## src/rtl/mips_pkg.sv

```systemverilog
// Opcode/funct encodings and instruction field positions shared by the
// pipeline control blocks.
package mips_pkg;

    localparam int OP_HI    = 31;
    localparam int OP_LO    = 26;
    localparam int RS_HI    = 25;
    localparam int RS_LO    = 21;
    localparam int RT_HI    = 20;
    localparam int RT_LO    = 16;
    localparam int FUNCT_HI = 5;
    localparam int FUNCT_LO = 0;

    localparam logic [5:0] OP_RTYPE = 6'h00;
    localparam logic [5:0] OP_J     = 6'h02;
    localparam logic [5:0] OP_JAL   = 6'h03;
    localparam logic [5:0] OP_BEQ   = 6'h04;
    localparam logic [5:0] OP_BNE   = 6'h05;
    localparam logic [5:0] OP_LUI   = 6'h0F;
    localparam logic [5:0] OP_LB    = 6'h20;
    localparam logic [5:0] OP_LH    = 6'h21;
    localparam logic [5:0] OP_LW    = 6'h23;
    localparam logic [5:0] OP_LBU   = 6'h24;
    localparam logic [5:0] OP_LHU   = 6'h25;
    localparam logic [5:0] OP_SB    = 6'h28;
    localparam logic [5:0] OP_SH    = 6'h29;
    localparam logic [5:0] OP_SW    = 6'h2B;

    localparam logic [5:0] FN_SLL   = 6'h00;
    localparam logic [5:0] FN_SRL   = 6'h02;
    localparam logic [5:0] FN_SRA   = 6'h03;
    localparam logic [5:0] FN_MFHI  = 6'h10;
    localparam logic [5:0] FN_MTHI  = 6'h11;
    localparam logic [5:0] FN_MFLO  = 6'h12;
    localparam logic [5:0] FN_MTLO  = 6'h13;
    localparam logic [5:0] FN_MULT  = 6'h18;
    localparam logic [5:0] FN_MULTU = 6'h19;
    localparam logic [5:0] FN_DIV   = 6'h1A;
    localparam logic [5:0] FN_DIVU  = 6'h1B;

    // True for every instruction that touches HI/LO.
    function automatic logic is_mdu(input logic [5:0] op, input logic [5:0] funct);
        return (op == OP_RTYPE) &&
               (funct == FN_MULT || funct == FN_MULTU || funct == FN_DIV  || funct == FN_DIVU ||
                funct == FN_MFHI || funct == FN_MFLO  || funct == FN_MTHI || funct == FN_MTLO);
    endfunction

endpackage

```

## src/rtl/mdu_timer.sv

```systemverilog
// MDU busy timer: reloads on a start according to the operation kind and
// counts down to zero; mdu_busy is high while the count is nonzero.
module mdu_timer
    import mips_pkg::*;
#(
    parameter int MULT_CYCLES = 5,
    parameter int DIV_CYCLES  = 10
) (
    input  logic       CLK,
    input  logic       Reset,
    input  logic       start,
    input  logic [5:0] funct,
    output logic       mdu_busy
);

    localparam logic [4:0] MULT_LD = 5'(MULT_CYCLES);
    localparam logic [4:0] DIV_LD  = 5'(DIV_CYCLES);

    logic [4:0] count_reg;
    logic [4:0] count_next;
    logic [4:0] load_val;

    always_comb begin
        load_val = 5'd1;
        case (funct)
            FN_MULT, FN_MULTU: load_val = MULT_LD;
            FN_DIV,  FN_DIVU:  load_val = DIV_LD;
            default:           load_val = 5'd1;
        endcase
    end

    // A start always reloads, even over a running count.
    always_comb begin
        count_next = count_reg;
        if (start)
            count_next = load_val;
        else if (count_reg != 5'd0)
            count_next = count_reg - 5'd1;
    end

    always_ff @(posedge CLK) begin
        if (!Reset)
            count_reg <= 5'd0;
        else
            count_reg <= count_next;
    end

    assign mdu_busy = (count_reg != 5'd0);

endmodule

```

## src/rtl/pipe_ctrl.sv

```systemverilog
// Hazard/stall scheduler for the five-stage pipeline (load-use and HI/LO).
// Define PIPE_CTRL_STATS_EN to add the saturating stall_cnt output.
module pipe_ctrl
    import mips_pkg::*;
#(
    parameter int MULT_CYCLES = 5,
    parameter int DIV_CYCLES  = 10
) (
    input  logic        CLK,
    input  logic        Reset,
    input  logic [31:0] IMcode_D,
    input  logic [31:0] IMcode_E,
    input  logic [31:0] IMcode_M,
    output logic        stall,
    output logic        flush_E,
    output logic        mdu_start,
`ifdef PIPE_CTRL_STATS_EN
    output logic [31:0] stall_cnt,
`endif
    output logic        mdu_busy
);

    logic [5:0] op_d, funct_d, op_e, funct_e;
    logic [4:0] rs_d, rt_d, rt_e;
    logic       reads_rs_d, reads_rt_d, load_e;
    logic       load_use_haz, mdu_haz;

    assign op_d    = IMcode_D[OP_HI:OP_LO];
    assign funct_d = IMcode_D[FUNCT_HI:FUNCT_LO];
    assign rs_d    = IMcode_D[RS_HI:RS_LO];
    assign rt_d    = IMcode_D[RT_HI:RT_LO];
    assign op_e    = IMcode_E[OP_HI:OP_LO];
    assign funct_e = IMcode_E[FUNCT_HI:FUNCT_LO];
    assign rt_e    = IMcode_E[RT_HI:RT_LO];

    // Shifts by immediate take their operand from rt only.
    assign reads_rs_d = !(op_d == OP_J || op_d == OP_JAL || op_d == OP_LUI ||
                          (op_d == OP_RTYPE &&
                           (funct_d == FN_SLL || funct_d == FN_SRL || funct_d == FN_SRA)));
    assign reads_rt_d = (op_d == OP_RTYPE) || (op_d == OP_BEQ) || (op_d == OP_BNE) ||
                        (op_d == OP_SB) || (op_d == OP_SH) || (op_d == OP_SW);
    assign load_e     = (op_e == OP_LB) || (op_e == OP_LH) || (op_e == OP_LW) ||
                        (op_e == OP_LBU) || (op_e == OP_LHU);

    assign load_use_haz = load_e && (rt_e != 5'd0) &&
                          ((reads_rs_d && rs_d == rt_e) || (reads_rt_d && rt_d == rt_e));

    assign mdu_start = is_mdu(op_e, funct_e) && (funct_e != FN_MFHI) && (funct_e != FN_MFLO);
    assign mdu_haz   = is_mdu(op_d, funct_d) && (mdu_busy || mdu_start);

    assign stall   = load_use_haz || mdu_haz;
    assign flush_E = stall;

    mdu_timer #(
        .MULT_CYCLES (MULT_CYCLES),
        .DIV_CYCLES  (DIV_CYCLES)
    ) u_mdu_timer (
        .CLK      (CLK),
        .Reset    (Reset),
        .start    (mdu_start),
        .funct    (funct_e),
        .mdu_busy (mdu_busy)
    );

`ifdef PIPE_CTRL_STATS_EN
    logic [31:0] stall_cnt_reg;

    always_ff @(posedge CLK) begin
        if (!Reset)
            stall_cnt_reg <= 32'd0;
        else if (stall && stall_cnt_reg != 32'hFFFF_FFFF)
            stall_cnt_reg <= stall_cnt_reg + 32'd1;
    end

    assign stall_cnt = stall_cnt_reg;
`endif

    // M-stage word and the fields not needed for decode are kept for future use.
    logic unused_ok;
    assign unused_ok = ^{IMcode_M, IMcode_E[25:21], IMcode_E[15:6], IMcode_D[15:6]};

endmodule

```

## config.mk

```make
export PLATFORM = sky130hd
export DESIGN_NAME = pipe_ctrl
export DESIGN_NICKNAME = d
export VERILOG_FILES = /design/src/rtl/mips_pkg.sv /design/src/rtl/mdu_timer.sv /design/src/rtl/pipe_ctrl.sv
export SDC_FILE = /design/constraint.sdc
export NUM_CORES = 1
export LEC_CHECK = 0
export ABC_CLOCK_PERIOD_IN_PS = 3600
export BUFFER_PORTS_ARGS = -buffer_cell sky130_fd_sc_hd__buf_2
export CORE_MARGIN = 4
export CORE_UTILIZATION = 29
export DETAILED_ROUTE_END_ITERATION = 16
export PLACE_DENSITY = 0.85
export SLEW_MARGIN = 20
export SYNTH_ARGS = -nofsm -noshare
export SYNTH_HDL_FRONTEND = slang
export SYNTH_SLANG_ARGS = --single-unit
```

## constraint.sdc

```tcl
create_clock -name CLK -period 3.6 [get_ports CLK]
set_input_delay 0.54 -clock CLK [delete_from_list [all_inputs] [get_ports CLK]]
set_output_delay 0.54 -clock CLK [all_outputs]
set_load 0.03 [all_outputs]
```

==> impl_metrics.tcl, run 1 <==
set metrics [dict create \
    via_count 730 \
    ir_drop_uv 198.6 \
    worst_pin_slew_ns 0.4396 \
    dp_cells 146 \
    grt_max_degree 10 \
    portBuffers 44 \
    hold_buffers 0 \
    yosys_most_used_dff "dfxtp_1" \
    p_leak_uw 0.0003980 \
    viasPerCell 4.867 \
    syn_area_um2 591.8 \
    first_pass_iters 3 \
    cts_tree "yes" \
    avgSynthCellArea_um2 7.891 \
    status "complete, no violations" \
    final.setup.tns_ns 0 \
    start_util 0.3048 \
    layout_common_cells "buf_2 (44), nor2_1 (7), xor2_1 (7)" \
    clock_latency_ns 0.25 \
    wl_mm 1.707 \
    drc 0 \
    use_met3 0.04225 \
    fin_cells 150 \
    antenna_found_initial 0 \
    grt_pass1_vias 730 \
    grt_use_met1 0.1244 \
    synth_seq_cells 5 \
    layout_commonest_cell "buf_2" \
    async_reset_ff_frac 0 \
    path_common_cell "inv_1" \
    gr-max-usage-layer "met2" \
    path_max_fanout 4 \
    fin_ws_ns 1.122 \
    drive_above_1_share 0.4228 \
    ant_nets 0 \
    syn_inst 75 \
    cts_root_buf "clkbuf_4" \
    area_growth_pct 47.36 \
    max_freq_ghz 0.4035 \
    core_um2 1942 \
    gp_congestion 0.7792 \
    largest_reg_flops 5 \
    cap_violations 0 \
    fin_util 0.4491 \
    period_needed_ns 2.478 \
    drv_slew 0 \
    htree_levels 1 \
    fillers 201 \
    crit_slowest_cell "nor4b_2" \
    rsz0062_at_grt "false" \
    die_h_um 53.18 \
    overflow 0 \
    crit_path_end_kind "output pin" \
    hp-class "input port to flop" \
    post-route-period-util 0.6885 \
    antennaDiodeCount 0 \
    ys_types 29 \
    post_cts_buffers 0 \
    core.rowCount 16 \
    fin_nets 224 \
    cts_resized 0 \
    ys.warnings.count 0 \
    crit_path_cell_trace "inv_1 -> ha_1 -> nor4b_2 -> inv_1 -> o2111ai_1 -> nand3_1 -> buf_2" \
    finalSetupViolations 0 \
    power.density_nw_per_um2 505.7 \
    cts_made_buffers 3 \
    cpPeakStageDelay_ns 0.39 \
    use_met2 0.2603 \
    dieArea_um2 2828 \
    grt_pass1_wl_mm 2.780 \
    cp_top_family "simple AND/OR/NAND/NOR gates" \
    fin_skew_ns 0.003418 \
    cts_sinks 5 \
    cp-start-kind "flop" \
    yosysSeqAreaShare 0.1691 \
    ios 102 \
    synth-edff-count 0 \
    syn_nets 175 \
    wl_per_cell_um 11.38 \
    clk_path_buf_depth 2 \
    max-slew-margin-rel 0.7062 \
    pre_cts_slack_ns 1.105 \
    hold_viol_final 0 \
    critical_path_buf_inv_count 3 \
    grtUsageTotal 0.1362 \
    arrival_ns 1.94 \
    place.detailed.hpwl_mm 1.528 \
    clk_pin_slew_ns 0.04 \
    required_ns 3.06 \
    first_iter_violations 11 \
    criticalPathCategory "flop to output pin" \
    dieWidth_um 53.18 \
]
## Yosys cell counts (all sizes together), types with 2 or more instances
cell type | number | share of area
a211oi | 2 | 0.025
dfxtp | 5 | 0.17
ha | 2 | 0.042
inv | 5 | 0.032
nand2 | 4 | 0.025
nand3 | 4 | 0.034
nand4 | 2 | 0.021
nor2 | 7 | 0.044
nor3 | 6 | 0.051
nor4 | 3 | 0.057
nor4b | 2 | 0.051
o2111ai | 2 | 0.030
o21a | 3 | 0.038
o21ai | 3 | 0.025
xnor2 | 6 | 0.089
xor2 | 7 | 0.10
## worst register-to-register path, cell delays in order (launching register included)
cell and delay, ns:
dfxtp_1 0.33, inv_1 0.08, ha_1 0.16, nor4b_2 0.39, inv_1 0.16, a211oi_1 0.26
o21a_1 0.13
## cell type report
class	instances	area, um^2	area share
Multi-Input combinational cell	64	465.4	0.5337
Timing Repair Buffer	45	227.7	0.2611
Sequential cell	5	100.1	0.1148
Tap cell	27	33.78	0.03874
Clock buffer	4	26.28	0.03013
Inverter	5	18.77	0.02152
## stage by stage
stage | cell area (um^2) | power, uW | hold WS, ns
finish | 872.1 | 441.0 | 0.5679
global placement | 845.8 | 364.6 | 0.5371
global route | 872.1 | 487.7 | 0.5611
CTS | 872.1 | 445.6 | 0.5643
floorplan | 591.8 | 302.7 | 0.5228
detailed placement | 845.8 | 376.6 | 0.5604
## worst paths after layout
check                                start                        to  slack [ns]  depth (start not counted)
setup / recovery  u_mdu_timer.count_reg[0]                   flush_E        1.12                          7
hold / removal                       Reset  u_mdu_timer.count_reg[1]        0.57                          2
setup reg to reg  u_mdu_timer.count_reg[0]  u_mdu_timer.count_reg[1]        2.03                          6
hold reg to reg   u_mdu_timer.count_reg[4]  u_mdu_timer.count_reg[4]        0.57                          2
## metal layers
layer / vias to the layer above / wire length, um
li1: 373 / -
met1: 328 / 604
met2: 25 / 924
met3: 4 / 143
met4: 0 / 34
met5: - / 0
## kinds of logic (layout without fill, tap and decap cells)
logic type | after synthesis | after routing | synth area share
buffers and inverters | 6 | 54 | 0.04441
XOR/XNOR | 13 | 13 | 0.1924
adder cells (fa/ha/maj) | 2 | 2 | 0.04228
multiplexers | 1 | 1 | 0.01691
AO/OA/AOI/OAI | 13 | 13 | 0.1543
flip-flops | 5 | 5 | 0.1691
AND/OR/NAND/NOR | 35 | 35 | 0.3806
## report_power, final
part / switching, uW / internal (uW) / total [uW]
Clock: 24.4 / 42.0 / 66.4
Combinational: 137 / 126 / 263
Sequential: 27.5 / 83.7 / 111
Note: power is estimated with default switching activity, not from simulation.
==> inputs of run 2 (changes only) <==
ABC_AREA = 1   (was default)
ABC_CLOCK_PERIOD_IN_PS = 2410   (was 3600)
CORE_UTILIZATION = 30   (was 29)
PLACE_DENSITY = 0.8   (was 0.85)
clock period = 2.41 ns   (was 3.6 ns; I/O delays follow)
==> run 2 against run 1 <==
  * Combinational power up 40%
  * Sequential share of layout area down 1.5 points
  * Synthesized cell count up 69%
  * Via count up 21%
  * First-iteration DRC count up 55%
  * Register-to-register slack worse by 0.92 ns
  * Largest power group unchanged
==> impl_metrics.tcl, run 2 <==
set metrics [dict create \
    first_pass_iters 4 \
    synth_top_area_cell "nand2_1" \
    power.density_nw_per_um2 610.1 \
    cts_resized 0 \
    syn_nets 227 \
    htree_levels 1 \
    synth_top_area_frac 0.1707 \
    ys_types 26 \
    synth-edff-count 0 \
    grtUsageTotal 0.1081 \
    yosys_most_used_dff "dfxtp_1" \
    ant_nets 0 \
    fin_nets 275 \
    wl_mm 1.725 \
    antennaDiodeCount 0 \
    path_max_fanout 4 \
    start_util 0.3219 \
    syn_inst 127 \
    p_leak_uw 0.0005823 \
    core.rowCount 17 \
    cts_root_buf "clkbuf_4" \
    dieWidth_um 57.19 \
    hold_viol_final 0 \
    criticalPathCategory "flop to output pin" \
    clk_pin_slew_ns 0.04 \
    ir_drop_uv 427.5 \
    worst_pin_slew_ns 0.2398 \
    finalSetupViolations 0 \
    drive_above_1_share 0.3621 \
    fin_skew_ns 0.009288 \
    syn_area_um2 725.7 \
    clock_latency_ns 0.25 \
    rsz0062_at_grt "false" \
    grt_pass1_vias 756 \
    max-slew-margin-rel 0.8399 \
    wl_per_cell_um 8.540 \
    antenna_found_initial 0 \
    fin_hold_ws_ns 0.3928 \
    cap_violations 0 \
    gp_congestion 0.7569 \
    post-route-period-util 0.8234 \
    via_count 880 \
    required_ns 2.05 \
    grt_pass1_wl_mm 2.815 \
    portBuffers 44 \
    avgSynthCellArea_um2 5.714 \
    finalPower_uw 609.9 \
    dieArea_um2 3270 \
    ios 102 \
    post_cts_buffers 0 \
    cts_tree "yes" \
    grt_use_met1 0.1101 \
    period_needed_ns 1.984 \
    grt_max_degree 8 \
    overflow 0 \
    dp_cells 198 \
    crit_path_end_kind "output pin" \
    ys.warnings.count 0 \
    place.detailed.hpwl_mm 1.558 \
    cts_made_buffers 3 \
    core_um2 2255 \
    layout_common_cells "buf_2 (44), nand2_1 (33), inv_1 (20)" \
    gr-max-usage-layer "met2" \
    hp-class "input port to flop" \
    yosysMostFrequentCell "nand2_1" \
    drv_slew 0 \
    status "complete, no violations" \
    use_met2 0.1958 \
    use_met3 0.04525 \
    fillers 270 \
    cts_sinks 5 \
    hold_buffers 0 \
    synth_seq_cells 5 \
    area_growth_pct 37.76 \
    viasPerCell 4.356 \
    layout_commonest_cell "buf_2" \
    arrival_ns 1.62 \
    yosysSeqAreaShare 0.1379 \
    fin_cells 202 \
    ys_top_cells_by_area "nand2_1 (17%), dfxtp_1 (14%), inv_1 (10%)" \
    cp-start-kind "flop" \
    final.setup.tns_ns 0 \
    drc 0 \
    clk_path_buf_depth 2 \
    async_reset_ff_frac 0 \
    largest_reg_flops 5 \
    max_freq_ghz 0.5039 \
    die_h_um 57.19 \
    first_iter_violations 17 \
    netlist_top_cells_count "nand2_1 (33), inv_1 (20), nor2_1 (18), nand3_1 (11)" \
]
## run 2: worst max-delay path, stage by stage, from the launching register on
cell and delay [ns]:
dfxtp_1 0.37, inv_1 0.08, ha_1 0.19, inv_1 0.05
nor2_1 0.04, nand2_2 0.09, clkinv_1 0.10, nand2_4 0.10
nand3_1 0.07, nand2_1 0.10, buf_2 0.20
## run 2: layer usage
metal | wire [um] | up-vias
li1 | - | 487
met1 | 727 | 364
met2 | 839 | 27
met3 | 151 | 2
met4 | 7 | 0
met5 | 0 | -
## run 2: cell families (layout without fill, tap and decap cells)
group | after synthesis | count (layout) | synth area share
adder cells (fa/ha/maj) | 2 | 2 | 0.03448
AO/OA/AOI/OAI | 12 | 12 | 0.1086
flip-flops | 5 | 5 | 0.1379
AND/OR/NAND/NOR | 79 | 79 | 0.5224
buffers and inverters | 23 | 70 | 0.1241
XOR/XNOR | 6 | 6 | 0.07241
## run 2: path summary, 6_finish.rpt
path | startpoint | endpoint | slack (ns) | cells after the start
worst max-delay path | u_mdu_timer.count_reg[0] | stall | 0.43 | 10
worst min-delay path | Reset | u_mdu_timer.count_reg[0] | 0.39 | 3
worst max register to register | u_mdu_timer.count_reg[0] | u_mdu_timer.count_reg[1] | 1.11 | 10
worst min register to register | u_mdu_timer.count_reg[0] | u_mdu_timer.count_reg[0] | 0.51 | 2
## run 2: cell type report
class / count / area (um^2) / share of cell area
Multi-Input combinational cell: 99 / 535.5 / 0.5357
Sequential cell: 5 / 100.1 / 0.1001
Timing Repair Buffer: 44 / 220.2 / 0.2203
Tap cell: 28 / 35.03 / 0.03504
Clock buffer: 4 / 26.28 / 0.02628
Inverter: 22 / 82.58 / 0.08260
## run 2: where the power goes
group	switching, uW	internal (uW)	total [uW]
Combinational	214	155	369
Clock	38.7	62.8	102
Sequential	24.9	114	139
## run 2: metrics by stage
stage          utilization  worst slack [ns]  cell area, um^2
6_report            0.4434            0.4256            999.7
5_1_grt             0.4434            0.2754            999.7
4_1_cts             0.4434            0.3870            999.7
3_5_place_dp        0.4317            0.6635            973.4
3_3_place_gp        0.4317            0.6771            973.4
2_1_floorplan            -            0.4521            725.7
==> inputs of run 3 (changes only) <==
ABC_CLOCK_PERIOD_IN_PS = 1900   (was 2410)
clock period = 1.9 ns   (was 2.41 ns; I/O delays follow)
==> run 3 against run 2 <==
  * Largest cell class unchanged
  * Total power is 29% higher
  * Clock-buffer cell count stayed put
  * Cell area is 1.8% higher
  * Global-route usage is 0.18 points higher
  * Clock power is 27% higher
  * Via count is 0.45% higher
  * Clock skew is 0.0015 ns higher
  * Setup slack worse by 0.28 ns
  * Combinational power is 28% higher
  * Critical endpoint unchanged
==> impl_metrics.tcl, run 3 (synthesized netlist as in run 2, its figures left out) <==
set metrics [dict create \
    status "complete, no violations" \
    max_freq_ghz 0.5697 \
    core_um2 2255 \
    cts_made_buffers 3 \
    largest_reg_flops 5 \
    r2r_cells 9 \
    gp_congestion 0.7569 \
    criticalPathCategory "flop to output pin" \
    die_h_um 57.19 \
    p_comb_frac 0.603 \
    fillers 268 \
    p_leak_uw 0.0005870 \
    grt_pass1_vias 771 \
    layout_commonest_cell "buf_2" \
    seq_power_share 0.232 \
    wl_per_cell_um 8.668 \
    grtUsageTotal 0.1099 \
    multi_input_area_um2 538.0 \
    place.detailed.hpwl_mm 1.558 \
    start_util 0.3219 \
    wl_met1_um 732 \
    switching_share 0.4563 \
    fin_nets 275 \
    grt_pass1_wl_mm 2.863 \
    path_max_fanout 4 \
    area_growth_pct 40.17 \
    post_cts_buffers 0 \
    overflow 0 \
    antenna_found_initial 0 \
    p_clk_frac 0.165 \
    grt_max_degree 8 \
    ios 102 \
    worst_pin_slew_ns 0.2400 \
    htree_levels 1 \
    core.rowCount 17 \
    power.internal_uw 427.6 \
    dp_cells 198 \
    fin_hold_ws_ns 0.3157 \
    cts_tree "yes" \
    dr.max_layer_used "met4" \
    p_sw_uw 358.8 \
    hold_viol_final 0 \
    rsz0062_at_grt "false" \
    finalPower_uw 786.3 \
    dieArea_um2 3270 \
    fin_cells 202 \
    cts_sinks 5 \
    ant_nets 0 \
    crit_path_end_kind "output pin" \
    met2_wirelength_um 862 \
    clk_path_buf_depth 2 \
    stdcell_area_um2 1017 \
    seqCellArea_um2 102.6 \
    post-route-period-util 0.9239 \
    clock_latency_ns 0.25 \
    drive_above_1_share 0.3851 \
    period_needed_ns 1.755 \
    cp-start-kind "flop" \
    drv_slew 0 \
    cap_violations 0 \
    layout_common_cells "buf_2 (42), nand2_1 (32), inv_1 (20)" \
    first_iter_violations 13 \
    max-slew-margin-rel 0.8398 \
    dieWidth_um 57.19 \
    hold_buffers 0 \
    viasPerCell 4.376 \
    place_area_um2 973.4 \
    portBuffers 44 \
    ir_drop_uv 534.4 \
    hp-class "input port to flop" \
    via_count 884 \
    final.setup.tns_ns 0 \
    antennaDiodeCount 0 \
    wl_mm 1.751 \
    drc 0 \
    finalSetupViolations 0 \
    clk_pin_slew_ns 0.05 \
    min_path_cells 4 \
    power.density_nw_per_um2 773.0 \
    fin_skew_ns 0.01075 \
    cts_root_buf "clkbuf_4" \
    required_ns 1.62 \
    wl_met3_um 148 \
    arrival_ns 1.47 \
    first_pass_iters 4 \
]
run 3: timing repair:
action / 4_1_cts / 5_1_grt
pin swaps: 0 / 1
hold endpoints to repair: 0 / 0
gates resized for setup: 3 / 5
endpoints found under the setup margin: 2 / 2
run 3: power groups by stage:
| stage | combinational [uW] | sequential (uW) | clock [uW] |
|---|---|---|---|
| floorplan | 360 | 172 | 0 |
| global placement | 461 | 178 | 0 |
| detailed placement | 473 | 178 | 0 |
| CTS | 476 | 178 | 138 |
| global route | 535 | 187 | 146 |
| finish | 474 | 182 | 130 |
run 3: area by class of cell:
class | count | area share
clock buffers | 4 | 0.02583
inverters | 22 | 0.08118
flip-flops and latches | 5 | 0.1009
well taps | 28 | 0.03444
multi-input cells | 99 | 0.5289
repair buffers | 44 | 0.2288
run 3: path summary, 6_finish.rpt:
| path | from | endpoint | slack [ns] |
|---|---|---|---|
| hold / removal | IMcode_E[1] | u_mdu_timer.count_reg[2] | 0.32 |
| setup reg to reg | u_mdu_timer.count_reg[0] | u_mdu_timer.count_reg[1] | 0.67 |
| setup / recovery | u_mdu_timer.count_reg[0] | stall | 0.14 |
| hold reg to reg | u_mdu_timer.count_reg[0] | u_mdu_timer.count_reg[0] | 0.50 |
run 3: worst max-delay path, cell delays in order, from the launching register on:
cell	delay (ns)
dfxtp_2	0.33
inv_1	0.08
ha_1	0.14
inv_1	0.04
nor2_1	0.10
nand2_2	0.09
inv_2	0.07
nand2_4	0.06
nand3_1	0.09
nand2_2	0.08
buf_6	0.14
run 3: metal layers:
metal	GRT usage	up-vias
li1	-	487
met4	0.03974	0
met2	0.2023	27
met5	0	-
met3	0.04525	2
met1	0.1101	368
run 3: metrics by stage:
step	setup WS (ns)	utilization
floorplan	0.01861	-
global placement	0.2632	0.4317
detailed placement	0.2315	0.4317
CTS	0.02305	0.4462
global route	0.01717	0.4512
finish	0.1446	0.4512
